`config.mk`:
```
export PLATFORM = sky130hd
export DESIGN_NAME = anton_neopixel_registers_multi
export DESIGN_NICKNAME = d
export VERILOG_FILES = /design/src/rtl/anton_neopixel_pkg.sv /design/src/rtl/anton_neopixel_channel_regs.sv /design/src/rtl/anton_neopixel_registers_multi.sv
export SDC_FILE = /design/constraint.sdc
export NUM_CORES = 1
export LEC_CHECK = 0
export BUFFER_PORTS_ARGS = -buffer_cell sky130_fd_sc_hd__buf_2
export CORE_MARGIN = 2
export CORE_UTILIZATION = 25
export CTS_CLUSTER_DIAMETER = 150
export DETAILED_ROUTE_END_ITERATION = 6
export GPL_TIMING_DRIVEN = 0
export SLEW_MARGIN = 20
export SYNTH_ARGS = -nofsm -noshare
export SYNTH_HDL_FRONTEND = slang
export SYNTH_SLANG_ARGS = --single-unit
```
`constraint.sdc`:
```
create_clock -name busClk -period 3.21 [get_ports busClk]
set_input_delay 0.642 -clock busClk [delete_from_list [all_inputs] [get_ports busClk]]
set_output_delay 0.642 -clock busClk [all_outputs]
set_load 0.05 [all_outputs]
```
`src/rtl/anton_neopixel_pkg.sv`:
```
// Shared constants for the multi-channel NeoPixel register block.
// Holds the per-channel and global register indexes, the address-space
// decode and the bit positions inside the channel control register.
package anton_neopixel_pkg;

  localparam int BUFFER_END_DEFAULT = 511;

  // Per-channel register indexes (busAddr[3:0])
  localparam logic [3:0] REG_MAX_LO    = 4'd0;
  localparam logic [3:0] REG_MAX_HI    = 4'd1;
  localparam logic [3:0] REG_CTRL      = 4'd2;
  localparam logic [3:0] REG_STATUS    = 4'd3;
  localparam logic [3:0] REG_WIDTH_LO  = 4'd5;
  localparam logic [3:0] REG_WIDTH_HI  = 4'd6;
  localparam logic [3:0] REG_HEIGHT_LO = 4'd7;
  localparam logic [3:0] REG_HEIGHT_HI = 4'd8;

  // Global register indexes
  localparam logic [3:0] GREG_FRAME_STATUS = 4'd0;
  localparam logic [3:0] GREG_INIT_STATUS  = 4'd1;
  localparam logic [3:0] GREG_FRAME_EN     = 4'd2;
  localparam logic [3:0] GREG_INIT_EN      = 4'd3;
  localparam logic [3:0] GREG_CHANNELS     = 4'd4;

  // Control register bit positions
  localparam int CTRL_INIT  = 0;
  localparam int CTRL_LIMIT = 1;
  localparam int CTRL_RUN   = 2;
  localparam int CTRL_LOOP  = 3;
  localparam int CTRL_32BIT = 4;

  localparam logic [1:0] SPACE_BUFFER = 2'b00;

  typedef enum logic [1:0] {
    SP_BUFFER,
    SP_CHANNEL,
    SP_GLOBAL
  } space_e;

  function automatic space_e decode_space(input logic [17:0] addr);
    if (addr[17:16] == SPACE_BUFFER) return SP_BUFFER;
    if (addr[8]) return SP_GLOBAL;
    return SP_CHANNEL;
  endfunction

endpackage

```
`src/rtl/anton_neopixel_channel_regs.sv`:
```
// One strip channel's registers: control bits, geometry, the double-buffered
// max index and init sequencing.
// Ports:
//   i_clk, i_rst_n          clock, async active-low reset
//   i_wr, i_idx, i_wdata    register write for this channel (idx also selects read data)
//   i_state                 streamer busy
//   i_sync_start            start pulse
//   i_stream_sync_of        end-of-frame pulse
//   i_init_slow_done        init-complete pulse
//   o_reg_max               active (committed) max index
//   o_ctrl                  {32bit, loop, run, limit, init}
//   o_init_slow             init request
//   o_rd_data               read data for i_idx
module anton_neopixel_channel_regs
  import anton_neopixel_pkg::*;
(
  input  logic        i_clk,
  input  logic        i_rst_n,
  input  logic        i_wr,
  input  logic [3:0]  i_idx,
  input  logic [7:0]  i_wdata,
  input  logic        i_state,
  input  logic        i_sync_start,
  input  logic        i_stream_sync_of,
  input  logic        i_init_slow_done,
  output logic [12:0] o_reg_max,
  output logic [4:0]  o_ctrl,
  output logic        o_init_slow,
  output logic [7:0]  o_rd_data
);

  logic [12:0] r_pend_max;
  logic [12:0] r_reg_max;
  logic        r_commit_pending;
  logic [4:0]  r_ctrl;
  logic        r_init_slow;
  logic [13:0] r_width;
  logic [13:0] r_height;
  logic        w_ctrl_wr;

  assign w_ctrl_wr = i_wr && (i_idx == REG_CTRL);

  always_ff @(posedge i_clk or negedge i_rst_n) begin
    if (!i_rst_n) begin
      r_pend_max       <= '0;
      r_reg_max        <= '0;
      r_commit_pending <= 1'b0;
      r_ctrl           <= '0;
      r_init_slow      <= 1'b0;
      r_width          <= '0;
      r_height         <= '0;
    end else begin
      // Commit only while the streamer is idle or exactly at end of frame.
      if (r_commit_pending && (!i_state || i_stream_sync_of)) begin
        r_reg_max        <= r_pend_max;
        r_commit_pending <= 1'b0;
      end
      // A same-cycle write re-arms the commit; the commit above took the old value.
      if (i_wr && i_idx == REG_MAX_LO) begin
        r_pend_max[7:0]  <= i_wdata;
        r_commit_pending <= 1'b1;
      end
      if (i_wr && i_idx == REG_MAX_HI) begin
        r_pend_max[12:8] <= i_wdata[4:0];
        r_commit_pending <= 1'b1;
      end

      if (w_ctrl_wr) begin
        r_ctrl <= i_wdata[4:0];
      end else begin
        if (r_ctrl[CTRL_INIT]) begin
          r_ctrl[CTRL_LIMIT] <= 1'b0;
          r_ctrl[CTRL_RUN]   <= 1'b0;
          r_ctrl[CTRL_LOOP]  <= 1'b0;
          r_ctrl[CTRL_32BIT] <= 1'b0;
        end else if (i_sync_start) begin
          r_ctrl[CTRL_RUN] <= 1'b1;
        end else if (i_stream_sync_of) begin
          r_ctrl[CTRL_RUN] <= r_ctrl[CTRL_LOOP];
        end
        if (i_init_slow_done) r_ctrl[CTRL_INIT] <= 1'b0;
      end

      if (i_init_slow_done && !w_ctrl_wr) r_init_slow <= 1'b0;
      else if (r_ctrl[CTRL_INIT])         r_init_slow <= 1'b1;

      if (i_wr && i_idx == REG_WIDTH_LO)  r_width[7:0]   <= i_wdata;
      if (i_wr && i_idx == REG_WIDTH_HI)  r_width[13:8]  <= i_wdata[5:0];
      if (i_wr && i_idx == REG_HEIGHT_LO) r_height[7:0]  <= i_wdata;
      if (i_wr && i_idx == REG_HEIGHT_HI) r_height[13:8] <= i_wdata[5:0];
    end
  end

  always_comb begin
    o_rd_data = 8'h00;
    case (i_idx)
      REG_MAX_LO:    o_rd_data = r_pend_max[7:0];
      REG_MAX_HI:    o_rd_data = {3'b000, r_pend_max[12:8]};
      REG_CTRL:      o_rd_data = {3'b000, r_ctrl};
      REG_STATUS:    o_rd_data = {6'b000000, r_commit_pending, i_state};
      REG_WIDTH_LO:  o_rd_data = r_width[7:0];
      REG_WIDTH_HI:  o_rd_data = {2'b00, r_width[13:8]};
      REG_HEIGHT_LO: o_rd_data = r_height[7:0];
      REG_HEIGHT_HI: o_rd_data = {2'b00, r_height[13:8]};
      default:       o_rd_data = 8'h00;
    endcase
  end

  assign o_reg_max   = r_reg_max;
  assign o_ctrl      = r_ctrl;
  assign o_init_slow = r_init_slow;

endmodule

```
`src/rtl/anton_neopixel_registers_multi.sv`:
```
// Byte-wide bus slave for CHANNELS NeoPixel strip controllers.
// Decodes the bus into pixel-RAM write strobes, per-channel register banks
// and a global interrupt status/enable block.
// Ports:
//   busClk, busResetN                 clock, async active-low reset
//   busAddr/busDataIn/busWrite/busRead  bus request; busDataOut read data (1-cycle latency)
//   ramWr/ramWAddr/ramWData           registered pixel-RAM write (one strobe per channel)
//   state/syncStart/streamSyncOf/initSlowDone  per-channel streamer events
//   regMax                            committed max index, channel c at [13c+12:13c]
//   regCtrl*                          per-channel control bits
//   initSlow                          per-channel init request
//   irq                               level interrupt
module anton_neopixel_registers_multi
  import anton_neopixel_pkg::*;
#(
  parameter int  CHANNELS    = 4,
  parameter int  BUFFER_END  = BUFFER_END_DEFAULT,
  parameter int  BUFFER_BITS = $clog2(BUFFER_END + 1),
  localparam int CH_BITS     = (CHANNELS > 1) ? $clog2(CHANNELS) : 1
) (
  input  logic                     busClk,
  input  logic                     busResetN,
  input  logic [17:0]              busAddr,
  input  logic [7:0]               busDataIn,
  input  logic                     busWrite,
  input  logic                     busRead,
  output logic [7:0]               busDataOut,
  output logic [CHANNELS-1:0]      ramWr,
  output logic [BUFFER_BITS-1:0]   ramWAddr,
  output logic [7:0]               ramWData,
  input  logic [CHANNELS-1:0]      state,
  input  logic [CHANNELS-1:0]      syncStart,
  input  logic [CHANNELS-1:0]      streamSyncOf,
  input  logic [CHANNELS-1:0]      initSlowDone,
  output logic [CHANNELS*13-1:0]   regMax,
  output logic [CHANNELS-1:0]      regCtrlInit,
  output logic [CHANNELS-1:0]      regCtrlLimit,
  output logic [CHANNELS-1:0]      regCtrlRun,
  output logic [CHANNELS-1:0]      regCtrlLoop,
  output logic [CHANNELS-1:0]      regCtrl32bit,
  output logic [CHANNELS-1:0]      initSlow,
  output logic                     irq
);

  // Channel and buffer index share the low 16 address bits.
  space_e                w_space;
  logic [2:0]            w_reg_ch;
  logic [3:0]            w_idx;
  logic                  w_reg_ch_ok;
  logic [CH_BITS-1:0]    w_buf_ch;
  logic                  w_buf_ch_ok;
  logic                  w_reg_wr;
  logic                  w_glb_wr;
  logic [CHANNELS-1:0]   w_frame_clr;
  logic [CHANNELS-1:0]   w_init_clr;
  logic [7:0]            w_rd_data;
  logic [7:0]            w_ch_rd [8];
  logic                  w_unused_addr;

  logic [CHANNELS-1:0]    r_ram_wr;
  logic [BUFFER_BITS-1:0] r_ram_waddr;
  logic [7:0]             r_ram_wdata;
  logic [CHANNELS-1:0]    r_frame_done;
  logic [CHANNELS-1:0]    r_init_done;
  logic [CHANNELS-1:0]    r_frame_en;
  logic [CHANNELS-1:0]    r_init_en;
  logic                   r_irq;
  logic [7:0]             r_bus_data_out;

  assign w_space       = decode_space(busAddr);
  assign w_reg_ch      = busAddr[6:4];
  assign w_idx         = busAddr[3:0];
  assign w_reg_ch_ok   = 32'(w_reg_ch) < CHANNELS;
  assign w_buf_ch      = busAddr[BUFFER_BITS +: CH_BITS];
  assign w_buf_ch_ok   = 32'(w_buf_ch) < CHANNELS;
  assign w_reg_wr      = busWrite && (w_space == SP_CHANNEL) && w_reg_ch_ok;
  assign w_glb_wr      = busWrite && (w_space == SP_GLOBAL);
  assign w_frame_clr   = (w_glb_wr && w_idx == GREG_FRAME_STATUS) ? busDataIn[CHANNELS-1:0] : '0;
  assign w_init_clr    = (w_glb_wr && w_idx == GREG_INIT_STATUS)  ? busDataIn[CHANNELS-1:0] : '0;
  assign w_unused_addr = ^busAddr;

  for (genvar c = 0; c < 8; c++) begin : g_ch
    if (c < CHANNELS) begin : g_on
      logic [4:0] w_ctrl;
      anton_neopixel_channel_regs u_regs (
        .i_clk            (busClk),
        .i_rst_n          (busResetN),
        .i_wr             (w_reg_wr && (w_reg_ch == 3'(c))),
        .i_idx            (w_idx),
        .i_wdata          (busDataIn),
        .i_state          (state[c]),
        .i_sync_start     (syncStart[c]),
        .i_stream_sync_of (streamSyncOf[c]),
        .i_init_slow_done (initSlowDone[c]),
        .o_reg_max        (regMax[13*c +: 13]),
        .o_ctrl           (w_ctrl),
        .o_init_slow      (initSlow[c]),
        .o_rd_data        (w_ch_rd[c])
      );
      assign regCtrlInit[c]  = w_ctrl[CTRL_INIT];
      assign regCtrlLimit[c] = w_ctrl[CTRL_LIMIT];
      assign regCtrlRun[c]   = w_ctrl[CTRL_RUN];
      assign regCtrlLoop[c]  = w_ctrl[CTRL_LOOP];
      assign regCtrl32bit[c] = w_ctrl[CTRL_32BIT];
    end else begin : g_off
      assign w_ch_rd[c] = 8'h00;
    end
  end

  always_comb begin
    w_rd_data = 8'h00;
    case (w_space)
      SP_BUFFER: w_rd_data = 8'hFF;
      SP_GLOBAL: begin
        case (w_idx)
          GREG_FRAME_STATUS: w_rd_data = 8'(r_frame_done);
          GREG_INIT_STATUS:  w_rd_data = 8'(r_init_done);
          GREG_FRAME_EN:     w_rd_data = 8'(r_frame_en);
          GREG_INIT_EN:      w_rd_data = 8'(r_init_en);
          GREG_CHANNELS:     w_rd_data = 8'(CHANNELS);
          default:           w_rd_data = 8'h00;
        endcase
      end
      default: if (w_reg_ch_ok) w_rd_data = w_ch_rd[w_reg_ch];
    endcase
  end

  always_ff @(posedge busClk or negedge busResetN) begin
    if (!busResetN) begin
      r_ram_wr       <= '0;
      r_ram_waddr    <= '0;
      r_ram_wdata    <= '0;
      r_frame_done   <= '0;
      r_init_done    <= '0;
      r_frame_en     <= '0;
      r_init_en      <= '0;
      r_irq          <= 1'b0;
      r_bus_data_out <= 8'h00;
    end else begin
      r_ram_wr <= '0;
      if (busWrite && w_space == SP_BUFFER) begin
        if (w_buf_ch_ok) r_ram_wr <= CHANNELS'(1) << w_buf_ch;
        r_ram_waddr <= busAddr[BUFFER_BITS-1:0];
        r_ram_wdata <= busDataIn;
      end
      // New events win over a same-cycle write-1-to-clear.
      r_frame_done <= (r_frame_done & ~w_frame_clr) | streamSyncOf;
      r_init_done  <= (r_init_done & ~w_init_clr) | initSlowDone;
      if (w_glb_wr && w_idx == GREG_FRAME_EN) r_frame_en <= busDataIn[CHANNELS-1:0];
      if (w_glb_wr && w_idx == GREG_INIT_EN)  r_init_en  <= busDataIn[CHANNELS-1:0];
      r_irq <= |((r_frame_done & r_frame_en) | (r_init_done & r_init_en));
      if (busRead) r_bus_data_out <= w_rd_data;
    end
  end

  assign ramWr      = r_ram_wr;
  assign ramWAddr   = r_ram_waddr;
  assign ramWData   = r_ram_wdata;
  assign irq        = r_irq;
  assign busDataOut = r_bus_data_out;

endmodule

```
==> reports/qor.log <==
qor: synth.synth-seq-cells 290
qor: sta.timing.final.setup_violations 0
qor: floorplan.boundaryPins 152
qor: clock_network.tritoncts_num_sinks 290
qor: synth.synthTopCellsByArea dfrtp_1, mux2_2, a22oi_1
qor: clock_network.cts_max_path_buffers 3
qor: synth.netlist_area 12,900 um^2
qor: critical_path.crit_path_end g_ch[1].g_on.u_regs.r_pend_max[7]$_DFFE_PN0P_
qor: critical_path.regToRegEndpoint busDataOut[2]$_DFFE_PN0P_
qor: pwr.p_leak 7.43 nW
qor: global_route.grt_first_pass_wirelength 68.6 mm
qor: synth.synth-edff-count 0
qor: cells_and_area.num-fill-cells 5,244
qor: sta.max_slew_violations 0
qor: clock_network.cts.root.buffer_cell clkbuf_16
qor: flow_run.drv_cap 0
qor: floorplan.floorplan.rows 83
qor: synth.synth_compound_gate_area_share 12.2%
qor: synth.netlist_top_cells_count dfrtp_1, mux2_2, nand2_1
qor: cells_and_area.seq_area 7260 um^2
qor: synth.dominant_combinational_cell_family_by_area_after_synthesis multiplexers
qor: synth.netlist.top_cell.by_area dfrtp_1
qor: sta.fmaxAchievable 328 MHz
qor: critical_path.cp_common_cell buf_2
qor: critical_path.cp_cell_sequence buf_2 > buf_2 > nor4_2 > clkbuf_1 > nand2_1 > mux2_2
qor: critical_path.setup.reg_to_reg.worst_slack 1.15 ns
qor: sta.final_hold_viol_count 0
qor: route.first_pass_iters 5
qor: critical_path.crit_path_max_fanout 10
qor: synth.asyncSetResetFlopFracSynth 100%
qor: synth.synth_cell_types 60
qor: route.ant_nets 0
qor: pwr.vdd.ir_drop.worst 0.423 mV
qor: pwr.power.density 555 nW/um^2
qor: global_route.grt_pass1_vias 9,930
qor: cells_and_area.finalNetCount 1,297
qor: clock_network.tritoncts.num_buffers 31
qor: place.dpl.hpwl 34.5 mm
qor: synth.yosys.area.top_type_share 56.2%
qor: clock_network.clkSlewWorstSetupHoldPaths 0.06 ns
qor: global_route.globalRouteOverflowTotal 0
qor: global_route.groute.layer.met1.usage 22.5%
qor: synth.mux_contribution_to_synthesized_area 19.0%
qor: floorplan.die_width 231 um
qor: place.io_buffer_count 144
qor: status.run_status finished clean
qor: clock_network.clock_latency_at_the_later_pin_of_the_worst_skew_pair 0.59 ns
qor: critical_path.worstReg2RegStart g_ch[3].g_on.u_regs.r_pend_max[10]$_DFFE_PN0P_
qor: route.drt-total-wl 46.6 mm
qor: synth.synth_simple_gate_area_share 9.64%
qor: global_route.met3_usage 3.26%
qor: critical_path.critical_path_required 3.67 ns
qor: route.number_of_drc_violations_after_detailed_routing 0
qor: place.dp_slack -0.427 ns
qor: synth.synth_ff_type dfrtp_1
qor: global_route.grt.met2_usage 28.4%
qor: sta.post-route-min-period 3.05 ns
qor: sta.slew_headroom 20.9%
qor: critical_path.criticalPathCategory primary input to flop
qor: place.placed_cell_area 14,600 um^2
qor: cells_and_area.final_util 30.6%
qor: synth.synth_xor_area_share 0%
qor: synth.synth.yosys.seq_area_share 56.2%
qor: floorplan.die_area 53,500 um^2
qor: cells_and_area.fin_area 15,700 um^2
qor: sta.finalSetupTns 0 ns
qor: place.gpl.final_weighted_congestion 0.914
qor: route.post_drt_via_cell_ratio 4.99
qor: critical_path.timing.critical_path.max_delay_family simple AND/OR/NAND/NOR gates
qor: sta.timing_worst_slew_pin_value 1.18 ns
qor: critical_path.cpPeakStageDelay 0.79 ns
qor: critical_path.crit_start busAddr[0]
qor: critical_path.path_buf_inv 3
qor: synth.synth_fa_ha_area_share 0%
qor: floorplan.design.core.area 51,200 um^2
qor: synth.syn-num-nets 1,116
qor: sta.min_period_over_period 94.9%
qor: sta.rsz0062_at_grt false
qor: global_route.gr-max-usage-layer met2
qor: critical_path.end_kind flop
qor: critical_path.crit_slowest_cell clkbuf_1
qor: critical_path.critical_path_cell_count 6
qor: sta.fin_ws 0.163 ns
qor: route.initialDrtViolationCount 763
qor: route.avgRoutedWirePerCell 23.8 um
qor: cells_and_area.multi_input_comb_area 5280 um^2
qor: pwr.p_total 8.71 mW
qor: hold_path.timing.hold.worst.class primary input to asynchronous set/reset pin
qor: critical_path.worst_setup_path_start_kind primary input
qor: floorplan.initial_core_util 25.2%
qor: critical_path.cp.arrival 3.51 ns
qor: sta.skew 0.0104 ns
qor: global_route.grt_max_degree 99
qor: global_route.antenna_violations_before_repair 3
qor: route.total_number_of_vias 9,758
qor: synth.most_instantiated_library_cell_after_synthesis dfrtp_1
qor: cells_and_area.flow.area_growth_from_synthesis 21.5%
qor: global_route.grt_use_total 17.4%
qor: cells_and_area.layout-drive-gt1-share 35.9%
qor: critical_path.rr_worst_depth 5
qor: synth.synthesis.yosys.warnings 0
qor: clock_network.cts-htree-levels 1
qor: clock_network.clock_tree_from_tritoncts yes
qor: synth.post_syn_instances 1,070
qor: floorplan.chipHeight 231 um
qor: synth.synthesis.area_per_instance 12.1 um^2
cells in the final DEF, fill, tap and decap left out, drive strengths merged, types with 3 or more instances in the layout:
master,count
or2,4
nor3,16
nand2,124
nand2b,14
o221ai,6
nor3b,4
dfrtp,290
bufinv,4
and2,4
buf,179
a221oi,3
mux2,205
clkinv,13
and3,3
inv,14
a22oi,73
o22ai,24
a21o,8
nand3b,6
a222oi,10
nor4,7
or3,6
clkbuf,85
o22a,5
nor2,31
nand3,11
nor2b,6
a31oi,4
o21ai,62
mux2i,6
a21oi,17
mux4,4
layer usage:
layer  vias up  wire, um
li1       4277         -
met1      4961     18900
met2       412     22000
met3       106      3640
met4         2      2050
met5         -        11
worst register-to-register path: stages, from the launching register on:
cell and delay (ns):
dfrtp_1 0.40, a22oi_1 0.18, o22ai_1 0.10, a2111oi_0 0.94
nor4_1 0.12, o22a_1 0.22
logic make-up after synthesis:
kind of cell,Yosys count
compound gates,232
simple gates,244
buf+inv,89
mux,215
flops,290
area by class of cell:
cell class	count	area share (%)
clock buffer	40	5.54
multi-input combinational	691	33.6
antenna	1	0.0159
sequential	290	46.2
clock inverter	18	1.33
inverter	13	0.311
buffer	76	2.13
tap	680	5.42
timing repair buffer	148	5.36
stage by stage:
| step | std cells | hold WS (ns) |
|---|---|---|
| after floorplan | 1070 | 0.346 |
| after detailed placement | 1898 | 0.458 |
| after CTS | 1956 | 0.0938 |
| final | 1957 | 0.0801 |
| after global routing | 1956 | 0.123 |
| after global placement | 1894 | 0.462 |
power by group:
part	leakage [nW]	internal (mW)	total, mW	switching, mW
clock network	0.546	2.24	3.77	1.53
registers	3.89	3.82	3.95	0.130
logic	2.99	0.265	0.983	0.718
state kept, by name, indices dropped and copies added (netlist names), 8 cells and up:
register / cells
g_ch.g_on.u_regs.o_ctrl: 20
g_ch.g_on.u_regs.r_width: 56
g_ch.g_on.u_regs.o_reg_max: 52
ramWData: 8
g_ch.g_on.u_regs.r_pend_max: 52
ramWAddr: 9
g_ch.g_on.u_regs.r_height: 56
busDataOut: 8
worst min-delay path by stage:
stage,cells after the start,to,slack [ns]
3_5_place_dp,2,ramWData[7]$_DFFE_PN0P_,0.46
4_1_cts,2,g_ch[2].g_on.u_regs.o_reg_max[6]$_DFFE_PN0P_,0.09
5_1_grt,2,g_ch[2].g_on.u_regs.o_reg_max[6]$_DFFE_PN0P_,0.12
2_1_floorplan,0,busDataOut[0]$_DFFE_PN0P_,0.35
6_report,2,g_ch[2].g_on.u_regs.o_reg_max[10]$_DFFE_PN0P_,0.08
3_3_place_gp,2,ramWAddr[2]$_DFFE_PN0P_,0.46
repair_timing:
action	4_1_cts	5_1_grt
setup buffers	0	0
endpoints found under the setup margin	0	1
hold buffers	0	0
gates resized for setup	0	2
No activity file was read; power rests on OpenSTA's default activity.
